$ cat config.mk
export PLATFORM = sky130hd
export DESIGN_NAME = aes_key_loader
export DESIGN_NICKNAME = d
export VERILOG_FILES = /design/src/rtl/aes_pkg.sv /design/src/rtl/aes_key_beat_cnt.sv /design/src/rtl/aes_key_loader.sv
export SDC_FILE = /design/constraint.sdc
export NUM_CORES = 1
export LEC_CHECK = 0
export CORE_MARGIN = 2
export CORE_UTILIZATION = 40
export DETAILED_ROUTE_END_ITERATION = 10
export GPL_TIMING_DRIVEN = 0
export PLACE_DENSITY = 0.81
export RECOVER_POWER = 50
export SETUP_SLACK_MARGIN = 0.05
export SYNTH_ARGS = -nofsm -noshare
export SYNTH_HDL_FRONTEND = slang
export SYNTH_SLANG_ARGS = --single-unit
$ cat constraint.sdc
create_clock -name clk -period 1.3 [get_ports clk]
set_clock_uncertainty 0.05 [all_clocks]
set_input_delay 0.26 -clock clk [delete_from_list [all_inputs] [get_ports clk]]
set_output_delay 0.26 -clock clk [all_outputs]
set_load 0.05 [all_outputs]
$ cat src/rtl/aes_pkg.sv
`timescale 1ns/1ps
`default_nettype none
// +--------------------------------------------------------------------------+
// | Module   : aes_pkg                                                       |
// | Purpose  : Shared key-length encodings, maximum key width and FSM state  |
// |            type for the AES key loader and its beat counter.             |
// | Revision : 1.0 - initial release                                         |
// +--------------------------------------------------------------------------+
package aes_pkg;

  // Widest key the loader assembles; key_out is always this wide.
  localparam int unsigned c_key_max_w = 256;

  // key_len encodings
  localparam logic [1:0] KEY_LEN_128  = 2'd0;
  localparam logic [1:0] KEY_LEN_192  = 2'd1;
  localparam logic [1:0] KEY_LEN_256  = 2'd2;
  localparam logic [1:0] KEY_LEN_RSVD = 2'd3;

  typedef enum logic [1:0] {
    ST_IDLE = 2'd0,
    ST_LOAD = 2'd1,
    ST_DONE = 2'd2
  } state_t;

  // Key size in bits for a key_len code; the reserved code never reaches
  // the counter, so it falls back to the smallest key.
  function automatic int unsigned key_bits(input logic [1:0] len);
    case (len)
      KEY_LEN_192: key_bits = 192;
      KEY_LEN_256: key_bits = 256;
      default:     key_bits = 128;
    endcase
  endfunction

endpackage : aes_pkg
`default_nettype wire

$ cat src/rtl/aes_key_beat_cnt.sv
`timescale 1ns/1ps
`default_nettype none
// +--------------------------------------------------------------------------+
// | Module   : aes_key_beat_cnt                                              |
// | Purpose  : Counts accepted key beats and flags the final beat of the     |
// |            current key (keybits / DIN_W beats).                          |
// | Ports    : clk, rst_n (async, active-low)                                |
// |            clr     - restart the count at zero                           |
// |            inc     - one beat accepted this cycle                        |
// |            key_len - latched key size code                               |
// |            last    - the count currently points at the final beat        |
// | Revision : 1.0 - initial release                                         |
// +--------------------------------------------------------------------------+
module aes_key_beat_cnt
  import aes_pkg::*;
#(
  parameter int DIN_W = 8
) (
  input  logic       clk,
  input  logic       rst_n,
  input  logic       clr,
  input  logic       inc,
  input  logic [1:0] key_len,
  output logic       last
);

  // Wide enough for the longest key at the narrowest beat (256/8 beats).
  localparam int c_cnt_w = $clog2(c_key_max_w / 8) + 1;

  logic [c_cnt_w-1:0] r_cnt;
  logic [c_cnt_w-1:0] w_last_idx;

  // Index of the final beat: keybits/DIN_W - 1 (folds to constants).
  always_comb begin
    w_last_idx = c_cnt_w'(key_bits(key_len) / DIN_W - 1);
  end

  assign last = (r_cnt == w_last_idx);

  always_ff @(posedge clk or negedge rst_n) begin
    if (!rst_n) begin
      r_cnt <= '0;
    end else if (clr) begin
      r_cnt <= '0;
    end else if (inc) begin
      r_cnt <= r_cnt + c_cnt_w'(1);
    end
  end

endmodule : aes_key_beat_cnt
`default_nettype wire

$ cat src/rtl/aes_key_loader.sv
`timescale 1ns/1ps
`default_nettype none
// +--------------------------------------------------------------------------+
// | Module   : aes_key_loader                                                |
// | Purpose  : Assembles a 128/192/256-bit AES key from DIN_W-bit beats,     |
// |            MS beat first, right-aligned in key_out, and hands it off     |
// |            with a valid/ack level handshake.                             |
// | Ports    : clk, rst_n (async, active-low)                                |
// |            start/key_len      - begin a load, latch key size             |
// |            din/din_valid      - key beats in; din_ready high in LOAD     |
// |            key_out/key_valid  - assembled key, held until key_ack        |
// |            key_len_out        - key size of the current key              |
// |            err                - one-cycle pulse on reserved key_len      |
// |            zeroize            - only with AES_KEY_LOADER_ZEROIZE_EN:     |
// |                                 wipe key and return to IDLE              |
// | Config   : `define AES_KEY_LOADER_ZEROIZE_EN adds the zeroize input.      |
// | Revision : 1.0 - initial release                                         |
// +--------------------------------------------------------------------------+
module aes_key_loader
  import aes_pkg::*;
#(
  parameter int DIN_W = 8
) (
  input  logic                   clk,
  input  logic                   rst_n,
`ifdef AES_KEY_LOADER_ZEROIZE_EN
  input  logic                   zeroize,
`endif
  input  logic                   start,
  input  logic [1:0]             key_len,
  input  logic [DIN_W-1:0]       din,
  input  logic                   din_valid,
  output logic                   din_ready,
  output logic [c_key_max_w-1:0] key_out,
  output logic                   key_valid,
  input  logic                   key_ack,
  output logic [1:0]             key_len_out,
  output logic                   err
);

  generate
    if (!(DIN_W == 8 || DIN_W == 16 || DIN_W == 32 || DIN_W == 64)) begin : g_bad_din_w
      $error("aes_key_loader: DIN_W must be 8, 16, 32 or 64");
    end
  endgenerate

  state_t                 r_state;
  state_t                 w_state_nxt;
  logic [c_key_max_w-1:0] r_key;
  logic [1:0]             r_key_len;
  logic                   r_err;
  logic                   w_zeroize;
  logic                   w_start_ok;
  logic                   w_start_bad;
  logic                   w_beat_acc;
  logic                   w_last;
  logic                   w_clr;

`ifdef AES_KEY_LOADER_ZEROIZE_EN
  assign w_zeroize = zeroize;
`else
  assign w_zeroize = 1'b0;
`endif

  // Priority: zeroize > start > beat / ack. A start in any state restarts
  // (or, with a reserved length, aborts to IDLE without touching the key).
  always_comb begin
    w_state_nxt = r_state;
    w_start_ok  = 1'b0;
    w_start_bad = 1'b0;
    w_beat_acc  = 1'b0;
    if (w_zeroize) begin
      w_state_nxt = ST_IDLE;
    end else if (start) begin
      if (key_len == KEY_LEN_RSVD) begin
        w_start_bad = 1'b1;
        w_state_nxt = ST_IDLE;
      end else begin
        w_start_ok  = 1'b1;
        w_state_nxt = ST_LOAD;
      end
    end else begin
      case (r_state)
        ST_IDLE: ;
        ST_LOAD: begin
          if (din_valid) begin
            w_beat_acc = 1'b1;
            if (w_last) begin
              w_state_nxt = ST_DONE;
            end
          end
        end
        ST_DONE: begin
          if (key_ack) begin
            w_state_nxt = ST_IDLE;
          end
        end
        default: w_state_nxt = ST_IDLE;
      endcase
    end
  end

  always_ff @(posedge clk or negedge rst_n) begin
    if (!rst_n) begin
      r_state <= ST_IDLE;
    end else begin
      r_state <= w_state_nxt;
    end
  end

  assign w_clr = w_zeroize | w_start_ok;

  aes_key_beat_cnt #(
    .DIN_W   (DIN_W)
  ) u_beat_cnt (
    .clk     (clk),
    .rst_n   (rst_n),
    .clr     (w_clr),
    .inc     (w_beat_acc),
    .key_len (r_key_len),
    .last    (w_last)
  );

  // The key register doubles as the shift register; it is cleared at start
  // so short keys come out right-aligned with zero upper bits.
  always_ff @(posedge clk or negedge rst_n) begin
    if (!rst_n) begin
      r_key     <= '0;
      r_key_len <= KEY_LEN_128;
      r_err     <= 1'b0;
    end else begin
      r_err <= w_start_bad;
      if (w_clr) begin
        r_key <= '0;
      end else if (w_beat_acc) begin
        r_key <= {r_key[c_key_max_w-1-DIN_W:0], din};
      end
      if (w_zeroize) begin
        r_key_len <= KEY_LEN_128;
      end else if (w_start_ok) begin
        r_key_len <= key_len;
      end
    end
  end

  assign din_ready   = (r_state == ST_LOAD);
  assign key_valid   = (r_state == ST_DONE);
  assign key_out     = r_key;
  assign key_len_out = r_key_len;
  assign err         = r_err;

endmodule : aes_key_loader
`default_nettype wire

==> results of run 1 <==
report_power, final:
group / switching (mW) / total (mW) / internal, mW
combinational: 1.00 / 1.51 / 0.506
sequential: 0.0452 / 8.40 / 8.36
clock: 3.74 / 9.34 / 5.60
total: 4.79 / 19.2 / 14.5
cells in the final DEF (no fill, tap or decap), types with 3 or more instances in the layout:
master	n
a21oi_1	105
a21oi_2	111
a22o_1	44
buf_12	3
buf_2	40
buf_4	238
buf_6	276
buf_8	17
bufinv_16	7
clkbuf_1	4
clkbuf_16	36
clkbuf_8	3
clkdlybuf4s50_1	13
clkinv_2	4
clkinvlp_4	3
dfrtp_1	260
dfrtp_2	7
inv_6	5
nand2_1	382
nand2_2	14
nand2_4	35
nand3_1	3
o21ai_0	4
timing repair:
item | in CTS | in global routing
endpoints found under the setup margin | 527 | 567
gates cloned | 0 | 8
pin swaps | 1 | 70
resized for setup | 1862 | 222
setup buffers | 233 | 1
hold endpoints to repair | 84 | 42
layer usage:
layer,share of wire,track usage,vias to the layer above,routed length (um)
met3,0.065,0.04444,154,2600
met2,0.52,0.4555,579,20780
met5,0,0,-,0
met4,0.048,0.09225,0,1922
li1,-,-,4663,-
met1,0.37,0.3101,5363,14870
state kept, by name (all words and copies together), names as in the netlist:
signal,count
key_len_out,2
key_out,256
u_beat_cnt.r_cnt,6
err,1
r_state,2
cell families (layout without fill, tap and decap cells):
| family | count (synthesis) | after routing | share of synthesized area |
|---|---|---|---|
| other | 0 | 2 | 0 |
| AOI/OAI and AO/OA | 270 | 270 | 0.1473 |
| muxes | 1 | 1 | 0.0009578 |
| buffers and inverters | 85 | 657 | 0.03987 |
| DFF | 267 | 267 | 0.6393 |
| adders and majority gates | 4 | 4 | 0.004789 |
| xor gates and xnor gates | 3 | 3 | 0.002515 |
| and+or+nand+nor | 448 | 448 | 0.1653 |
worst reg2reg max path: stages (launching register included):
cell	delay, ns
dfrtp_2	0.44
nor4bb_1	0.27
buf_4	0.26
clkbuf_16	0.22
buf_8	0.15
nand2_1	0.12
a21oi_2	0.19
area by class of cell:
class                      count  share of cell area
antenna                        2           0.0002767
buffer                        82             0.03963
clock buffer                  32             0.04129
clock inverter                21             0.01750
inverter                       3           0.0006225
multi-input combinational    726              0.2272
sequential                   267              0.3698
tap                          335             0.02317
timing repair buffer         519              0.2805
worst paths after layout:
kind | end | slack [ns] | cells after the start
worst max register to register | key_out[173] | -0.48 | 6
worst min register to register | u_beat_cnt.r_cnt[0] | 0.48 | 1
worst min-delay path | key_out[164] | -0.47 | 1
max in group asynchronous | key_out[60] | -0.05 | 3
worst max-delay path | key_out[173] | -0.48 | 6
min in group clk | key_out[3] | 0.28 | 2
==> flow_summary.yaml, run 1 <==
logic_synthesis:
  yosysWarnings: 0
  syn_area_sq_um: 10450
  yosys-top-cells-area: "dfrtp_1, nand2_1, a21oi_1"
  ys_ff_latch: 267
  synth_top_area_share: 0.6393
  synth_fp_nets: 1097
  seq_area_frac_synth: 0.6393
  synth_cell_types: 28
  synth_area_leader_cell: "dfrtp_1"
  synth_common_cells: "nand2_1, dfrtp_1, a21oi_1, buf_2, a22o_1"
  synth_most_common_cell: "nand2_1"
  ys.flop_type: "dfrtp_1"
  synth_area_per_cell_sq_um: 9.695
  synth_edf_count: 0
  async_flop_share: 1.000
  syn_inst: 1078
drt:
  wl_um: 40170
  drcViolationCount: 0
  wire_per_inst_um: 20.22
  drt_first_pass_iters: 6
  num_vias: 10760
  routed_via_density: 5.415
  drt_first_iter_violations: 1092
  antenna_left: 0
sta:
  slew_headroom: 0.3288
  timing.final.ws_setup_ns: -0.4803
  period_needed_ns: 1.780
  hold_ws_ns: -0.4661
  tightest_slew_ns: 1.007
  setup_viol: 595
  rsz0062_at_grt: "yes"
  period_share: 1.369
  totalNegativeSetupSlack_ns: -118.27
  drv_slew: 0
  fmax_mhz: 561.7
  hold_viol_final: 42
power_and_ir_drop:
  powerDensity_nw_per_um2: 1064
  leakagePower_nw: 8.927
  irDropWorstVdd_uv: 1125
  finalPower_mw: 19.25
min_path:
  hp-class: "in2async"
clock_network:
  clkTransAtPathRegs_ns: 0.07
  clk_latency_ns: 0.54
  cts-buffers-inserted: 29
  htreeDepth: 1
  ctsRootBufferMaster: "clkbuf_16"
  cts_sinks: 267
  cts_tree: "done"
  cts_buffer_depth: 3
setup_path:
  crit_family: "buffers and inverters"
  start_kind: "register"
  reg2reg_from: "r_state[1]"
  crit_fanout: 10
  endpoint_kind: "register"
  cp_cell_sequence: "nor4bb_1 > buf_4 > clkbuf_16 > buf_8 > nand2_1 > a21oi_2"
  required_ns: 1.71
  slowest_stage: "dfrtp_2"
  critPathBufInv: 3
  worstPathArrival_ns: 2.19
  worstSetupStartpoint: "r_state[1]"
  cp_slowest_stage_delay_ns: 0.44
  crit_type: "reg2reg"
final_layout:
  regArea_sq_um: 6690
  filler_cell_count: 1645
  layout-drive-gt1-share: 0.4927
  multi_input_area_sq_um: 4110
  fin_cells: 1987
  nNetsFinal: 1647
  fin_area_sq_um: 18090
  syn2layout_area_growth_pct: 73.09
  fin_util: 0.7001
run_status:
  outcome: "complete, but fails checks"
  violations: "hold timing, setup timing"
global_route:
  grt_pass1_vias: 10600
  grt_pass1_wl_um: 57500
  grt_max_degree: 123
  grt_overflow: 0
  antenna_found_initial: 2
  track_usage: 0.2550
floorplan:
  die_h_um: 165.6
  core-area_sq_um: 25840
  start_util: 0.4045
  die_w_um: 165.6
  ios: 276
  rows: 59
  dieArea_sq_um: 27440
place:
  gp_congestion: 0.8541
  dp_hpwl_um: 20750
  place_area_sq_um: 13860
  pre_cts_ws_ns: -1.075
  dpl.cell_count: 1690
  io_buffers: 275
job:
  cap_viol_max_count: 0
No activity file was read; power rests on OpenSTA's default activity.
==> run 2: changes to the inputs <==
--- a/config.mk
+++ b/config.mk
@@ -5,6 +5,7 @@
 export SDC_FILE = /design/constraint.sdc
 export NUM_CORES = 1
 export LEC_CHECK = 0
+export ABC_CLOCK_PERIOD_IN_PS = 1300
 export CORE_MARGIN = 2
 export CORE_UTILIZATION = 40
 export DETAILED_ROUTE_END_ITERATION = 10
==> results of run 2 <==
Final layout, timing and power as in run 1 (identical DEF).
